$ cat src/rtl/n64_poll.sv
// n64_poll: periodic N64 controller poller.
// Sends the status command 8'h01 on the open-drain joybus line, then decodes
// the controller's 32-bit reply. First wire byte ends up in cntlr_data[7:0].
// Every state is timed in whole microseconds from the moment it was entered.
module n64_poll #(
    parameter int CYC_PER_US = 50,
    parameter int POLL_US    = 16000,
    parameter int TIMEOUT_US = 64
) (
    input  logic        clk,
    input  logic        rst,
    input  logic        data_in,
    output logic        data_oe,
    output logic [31:0] cntlr_data,
    output logic        set_cntlr_data_rdy,
    output logic        err
);

    localparam int CW     = $clog2(CYC_PER_US);
    localparam int MAXUS0 = (POLL_US > TIMEOUT_US) ? POLL_US : TIMEOUT_US;
    localparam int MAXUS  = (MAXUS0 > 3) ? MAXUS0 : 3;
    // One spare bit so the saturated value sits above every compare point.
    localparam int UW     = $clog2(MAXUS + 1) + 1;

    localparam logic [CW-1:0] CYC_LAST  = CW'(CYC_PER_US - 1);
    localparam logic [UW-1:0] POLL_LAST = UW'(POLL_US - 1);
    localparam logic [UW-1:0] TO_LAST   = UW'(TIMEOUT_US - 1);
    localparam logic [UW-1:0] US_0      = UW'(0);
    localparam logic [UW-1:0] US_1      = UW'(1);
    localparam logic [UW-1:0] US_2      = UW'(2);

    typedef enum logic [2:0] {
        IDLE,
        TX_LOW,
        TX_HIGH,
        TX_STOP,
        RX_EDGE,
        RX_SAMPLE,
        RX_STOP,
        DONE
    } state_t;

    state_t          state_reg;
    logic [CW-1:0]   cyc_cnt_reg;
    logic [UW-1:0]   us_cnt_reg;
    logic [7:0]      tx_sr_reg;
    logic [2:0]      tx_cnt_reg;
    logic [31:0]     rx_sr_reg;
    logic [4:0]      rx_cnt_reg;
    logic            phase_reg;
    logic            data_oe_reg;
    logic [31:0]     cntlr_data_reg;
    logic            rdy_reg;
    logic            err_reg;

    logic            ds_meta_reg;
    logic            ds_reg;
    logic            ds_prev_reg;

    logic            us_tick;
    logic            ds_fall;
    logic            timeout;
    logic            tx_bit;
    logic [UW-1:0]   low_last;
    logic [UW-1:0]   high_last;
    logic [31:0]     rx_swapped;

    assign data_oe            = data_oe_reg;
    assign cntlr_data         = cntlr_data_reg;
    assign set_cntlr_data_rdy = rdy_reg;
    assign err                = err_reg;

    assign us_tick   = (cyc_cnt_reg == CYC_LAST);
    assign ds_fall   = ds_prev_reg & ~ds_reg;
    assign timeout   = us_tick && (us_cnt_reg >= TO_LAST);
    assign tx_bit    = tx_sr_reg[7];
    // A '1' is 1 us low / 3 us high, a '0' is 3 us low / 1 us high.
    assign low_last  = tx_bit ? US_0 : US_2;
    assign high_last = tx_bit ? US_2 : US_0;

    // The wire delivers bytes MSB-first with the first byte landing in the top
    // of rx_sr_reg; reverse byte order so the first byte sits in [7:0].
    genvar gi;
    generate
        for (gi = 0; gi < 4; gi++) begin : g_swap
            assign rx_swapped[gi*8 +: 8] = rx_sr_reg[(3-gi)*8 +: 8];
        end
    endgenerate

    // Two-flop synchronizer plus one delayed copy for falling-edge detection.
    always_ff @(posedge clk) begin
        if (rst) begin
            ds_meta_reg <= 1'b1;
            ds_reg      <= 1'b1;
            ds_prev_reg <= 1'b1;
        end else begin
            ds_meta_reg <= data_in;
            ds_reg      <= ds_meta_reg;
            ds_prev_reg <= ds_reg;
        end
    end

    // Protocol FSM with microsecond timebase; timers restart on every state change.
    always_ff @(posedge clk) begin
        if (rst) begin
            state_reg      <= IDLE;
            cyc_cnt_reg    <= '0;
            us_cnt_reg     <= '0;
            tx_sr_reg      <= '0;
            tx_cnt_reg     <= '0;
            rx_sr_reg      <= '0;
            rx_cnt_reg     <= '0;
            phase_reg      <= 1'b0;
            data_oe_reg    <= 1'b0;
            cntlr_data_reg <= '0;
            rdy_reg        <= 1'b0;
            err_reg        <= 1'b0;
        end else begin
            rdy_reg <= 1'b0;
            err_reg <= 1'b0;

            // Free-running timebase; the microsecond count saturates.
            if (us_tick) begin
                cyc_cnt_reg <= '0;
                if (us_cnt_reg != '1) begin
                    us_cnt_reg <= us_cnt_reg + US_1;
                end
            end else begin
                cyc_cnt_reg <= cyc_cnt_reg + CW'(1);
            end

            case (state_reg)
                IDLE: begin
                    data_oe_reg <= 1'b0;
                    if (us_tick && us_cnt_reg == POLL_LAST) begin
                        tx_sr_reg   <= 8'h01;
                        tx_cnt_reg  <= '0;
                        data_oe_reg <= 1'b1;
                        state_reg   <= TX_LOW;
                        cyc_cnt_reg <= '0;
                        us_cnt_reg  <= '0;
                    end
                end

                TX_LOW: begin
                    if (us_tick && us_cnt_reg == low_last) begin
                        data_oe_reg <= 1'b0;
                        state_reg   <= TX_HIGH;
                        cyc_cnt_reg <= '0;
                        us_cnt_reg  <= '0;
                    end
                end

                TX_HIGH: begin
                    if (us_tick && us_cnt_reg == high_last) begin
                        data_oe_reg <= 1'b1;
                        cyc_cnt_reg <= '0;
                        us_cnt_reg  <= '0;
                        if (tx_cnt_reg == 3'd7) begin
                            state_reg <= TX_STOP;
                        end else begin
                            tx_sr_reg  <= {tx_sr_reg[6:0], 1'b0};
                            tx_cnt_reg <= tx_cnt_reg + 3'd1;
                            state_reg  <= TX_LOW;
                        end
                    end
                end

                TX_STOP: begin
                    if (us_tick && us_cnt_reg == US_0) begin
                        data_oe_reg <= 1'b0;
                        rx_cnt_reg  <= '0;
                        state_reg   <= RX_EDGE;
                        cyc_cnt_reg <= '0;
                        us_cnt_reg  <= '0;
                    end
                end

                RX_EDGE: begin
                    if (ds_fall) begin
                        phase_reg   <= 1'b0;
                        state_reg   <= RX_SAMPLE;
                        cyc_cnt_reg <= '0;
                        us_cnt_reg  <= '0;
                    end else if (timeout) begin
                        err_reg     <= 1'b1;
                        state_reg   <= IDLE;
                        cyc_cnt_reg <= '0;
                        us_cnt_reg  <= '0;
                    end
                end

                RX_SAMPLE: begin
                    // phase 0: waiting for the 2 us sample point; phase 1: waiting for high.
                    if (!phase_reg && us_tick && us_cnt_reg == US_1) begin
                        rx_sr_reg <= {rx_sr_reg[30:0], ds_reg};
                        phase_reg <= 1'b1;
                    end else if (phase_reg && ds_reg) begin
                        rx_cnt_reg  <= rx_cnt_reg + 5'd1;
                        phase_reg   <= 1'b0;
                        state_reg   <= (rx_cnt_reg == 5'd31) ? RX_STOP : RX_EDGE;
                        cyc_cnt_reg <= '0;
                        us_cnt_reg  <= '0;
                    end else if (timeout) begin
                        err_reg     <= 1'b1;
                        state_reg   <= IDLE;
                        cyc_cnt_reg <= '0;
                        us_cnt_reg  <= '0;
                    end
                end

                RX_STOP: begin
                    // phase 0: waiting for the stop-bit fall; phase 1: waiting for release.
                    if (!phase_reg && ds_fall) begin
                        phase_reg <= 1'b1;
                    end else if (phase_reg && ds_reg) begin
                        phase_reg   <= 1'b0;
                        state_reg   <= DONE;
                        cyc_cnt_reg <= '0;
                        us_cnt_reg  <= '0;
                    end else if (timeout) begin
                        phase_reg   <= 1'b0;
                        err_reg     <= 1'b1;
                        state_reg   <= IDLE;
                        cyc_cnt_reg <= '0;
                        us_cnt_reg  <= '0;
                    end
                end

                DONE: begin
                    cntlr_data_reg <= rx_swapped;
                    rdy_reg        <= 1'b1;
                    state_reg      <= IDLE;
                    cyc_cnt_reg    <= '0;
                    us_cnt_reg     <= '0;
                end

                default: begin
                    data_oe_reg <= 1'b0;
                    state_reg   <= IDLE;
                    cyc_cnt_reg <= '0;
                    us_cnt_reg  <= '0;
                end
            endcase
        end
    end

endmodule

$ cat config.mk
export PLATFORM = sky130hd
export DESIGN_NAME = n64_poll
export DESIGN_NICKNAME = d
export VERILOG_FILES = /design/src/rtl/n64_poll.sv
export SDC_FILE = /design/constraint.sdc
export NUM_CORES = 1
export LEC_CHECK = 0
export ABC_AREA = 1
export CAP_MARGIN = 40
export CORE_MARGIN = 5
export CORE_UTILIZATION = 49
export CTS_CLUSTER_SIZE = 10
export DETAILED_ROUTE_END_ITERATION = 7
export HOLD_SLACK_MARGIN = 0.03
export PLACE_DENSITY = 0.69
export REMOVE_ABC_BUFFERS = 1
export SETUP_SLACK_MARGIN = 0.02
export SYNTH_ARGS = -nofsm -noshare
export SYNTH_HDL_FRONTEND = slang
export SYNTH_SLANG_ARGS = --single-unit
$ cat constraint.sdc
create_clock -name clk -period 3.2 [get_ports clk]
set_input_delay 0.96 -clock clk [delete_from_list [all_inputs] [get_ports clk]]
set_output_delay 0.96 -clock clk [all_outputs]
set_load 0.02 [all_outputs]
==> qor.csv <==
metric,value,unit
RSZ-0062 raised after global routing,false,
worst-skew pair later-pin latency,0.37,ns
Reg power frac,0.557,
Post-Syn Area,0.00497,sq mm
Internal,1.86,mW
Comb power frac,0.100,
Detailed Place HPWL,6570,um
Area Growth Syn to Fin,14.0,%
Fin Hold WS,0.419,ns
largest net degree at the start of global routing,66,
Synth async-reset ratio,0,
Post-Synthesis Cells,651,
TritonRoute pass-1 iters,4,
buffers plus inverters on the worst setup path,1,
post-CTS setup buffers,0,
first-pass GRT wire length,16700,um
switching pwr,688,uW
GRT Total Usage,0.157,
CTS tree,built,
CP required,2.24,ns
antenna violations before repair,0,
# rows,36,
grt ovf,0,
RD Place Congestion,0.842,
post-place setup slack,0.674,ns
post-synthesis sequential area ratio,0.447,
Clock Skews,0.0130,ns
Sw Ratio,0.270,
die area,0.0123,sq mm
CTS buffer count,9,
"Top FF cell, synth",dfxtp_1,
Slew HR,0.544,
Final Slew Violations,0,
Area contributors post-synth,"dfxtp_1, a21oi_1, inv_1",
final hold vios,0,
Setup crit start kind,flip-flop,
Synth area leader,dfxtp_1,
Iteration-0 DRC Markers,167,
num ports,38,
cts hold-fix bufs,0,
Synth top cells by count,"dfxtp_1, inv_1, nand2_1, a21oi_1, o21ai_0",
Placed Area,0.00545,sq mm
Worst-path clk slew,0.11,ns
"count leader, synth",dfxtp_1,
CP max stage cell,clkdlybuf4s50_1,
synth warn,0,
Worst Setup End Kind,output pin,
Vias,3968,
CP Max Fanout,2,
CTS max path bufs,2,
Synth Area per Inst,7.63,sq um
"antenna viol nets, final",0,
clock power share,0.343,
Tcrit/Tclk final,0.724,
share of the synthesized area in the top cell type,0.447,
Max Cap Violations,0,
PnR worst setup slack,0.885,ns
Final Setup Violations,0,
Min-Delay Path Class,flip-flop to flip-flop,
htree depth,3,
Leak,2.10,nW
post-CTS sizing,0,
CTS root buf,clkbuf_8,
Worst-Margin Slew,0.683,ns
vias in the first global route,3807,
fmax,432,MHz
PwrDens,450,mW/mm^2
Yosys cell types,37,
final instance area,0.00566,sq mm
status,"complete, no violations",
Total Neg Setup Slack,0,ns
Die Y-Extent,111,um
CP cell instances,clkdlybuf4s50_1,
WL/cell,11.3,um
Port Buf Inserts,37,
core area,0.00982,sq mm
initial core utilization,0.506,
Critical Path AT,1.36,ns
share of layout cells above drive strength 1,0.107,
Via density,4.87,
WS Path Type,flip-flop to output pin,
synthesis-stage register bit count,111,
floorplan die width,111,um
CP peak stage delay,0.64,ns
CP top delay family,buffers and inverters,
final wirelength,9220,um
VDD IR max,0.267,mV
clk sink count,111,
Post-layout nets,689,
Antenna diodes,0,
# DRC,0,
minimum clock period,2.32,ns
Post-synth EDFFs,0,
[stage by stage]
| step | std cells | util | total power, mW |
|---|---|---|---|
| after floorplan | 623 | - | 1.64 |
| after global placement | 799 | 0.555 | 1.70 |
| after detailed placement | 799 | 0.555 | 1.71 |
| after CTS | 815 | 0.577 | 2.58 |
| after global routing | 815 | 0.577 | 2.67 |
| final | 815 | 0.577 | 2.55 |
[final cells by class]
class                           count  area (sq um)
Clock inverter                      7          86.3
Sequential cell                   111          2220
Fill cell                         933          4160
Inverter                          112           420
Tap cell                          133           166
Multi-Input combinational cell    400          2190
Timing Repair Buffer               43           453
Clock buffer                        9           124
[layout by cell type, fill, tap and decap left out, types with 7 or more instances in the layout]
| master | count |
|---|---|
| nand2_2 | 8 |
| dfxtp_1 | 111 |
| nor2_4 | 15 |
| inv_1 | 104 |
| clkbuf_8 | 9 |
| xor2_1 | 12 |
| inv_2 | 7 |
| nor2_1 | 50 |
| clkdlybuf4s50_1 | 37 |
| nand2_1 | 88 |
| nand3_1 | 22 |
| nor3_1 | 9 |
| ha_1 | 9 |
| o21ai_0 | 72 |
| a21oi_1 | 81 |
[per-layer routing]
metal | share of wire | track usage | up-vias
li1 | - | - | 2112
met1 | 0.48 | 0.200 | 1779
met2 | 0.47 | 0.264 | 65
met3 | 0.038 | 0.0338 | 12
met4 | 0.014 | 0.0501 | 0
met5 | 0 | 0 | -
[worst paths after layout]
check / from / endpoint / slack (ns) / cells after the start
setup / recovery: data_oe$_SDFFE_PP0P_ / data_oe / 0.88 / 1
hold / removal: ds_meta_reg$_SDFF_PP1_ / ds_reg$_SDFF_PP1_ / 0.42 / 1
setup reg to reg: us_cnt_reg[0]$_SDFF_PP0_ / us_cnt_reg[4]$_SDFF_PP0_ / 1.17 / 10
hold reg to reg: ds_meta_reg$_SDFF_PP1_ / ds_reg$_SDFF_PP1_ / 0.42 / 1
[logic make-up after synthesis]
kind of cell,after synthesis,synth area share
flops,111,0.447
buf+inv,140,0.114
xor+xnor,13,0.0229
fa+ha+maj,9,0.0227
compound gates,163,0.171
simple gates,215,0.222
[power groups by stage]
| stage | Clock, mW | Combinational [mW] | Sequential, mW |
|---|---|---|---|
| CTS | 0.906 | 0.258 | 1.42 |
| detailed placement | 0 | 0.258 | 1.45 |
| global placement | 0 | 0.251 | 1.45 |
| global route | 0.962 | 0.286 | 1.42 |
| finish | 0.874 | 0.256 | 1.42 |
| floorplan | 0 | 0.194 | 1.45 |
Note: power is estimated with default switching activity, not from simulation.
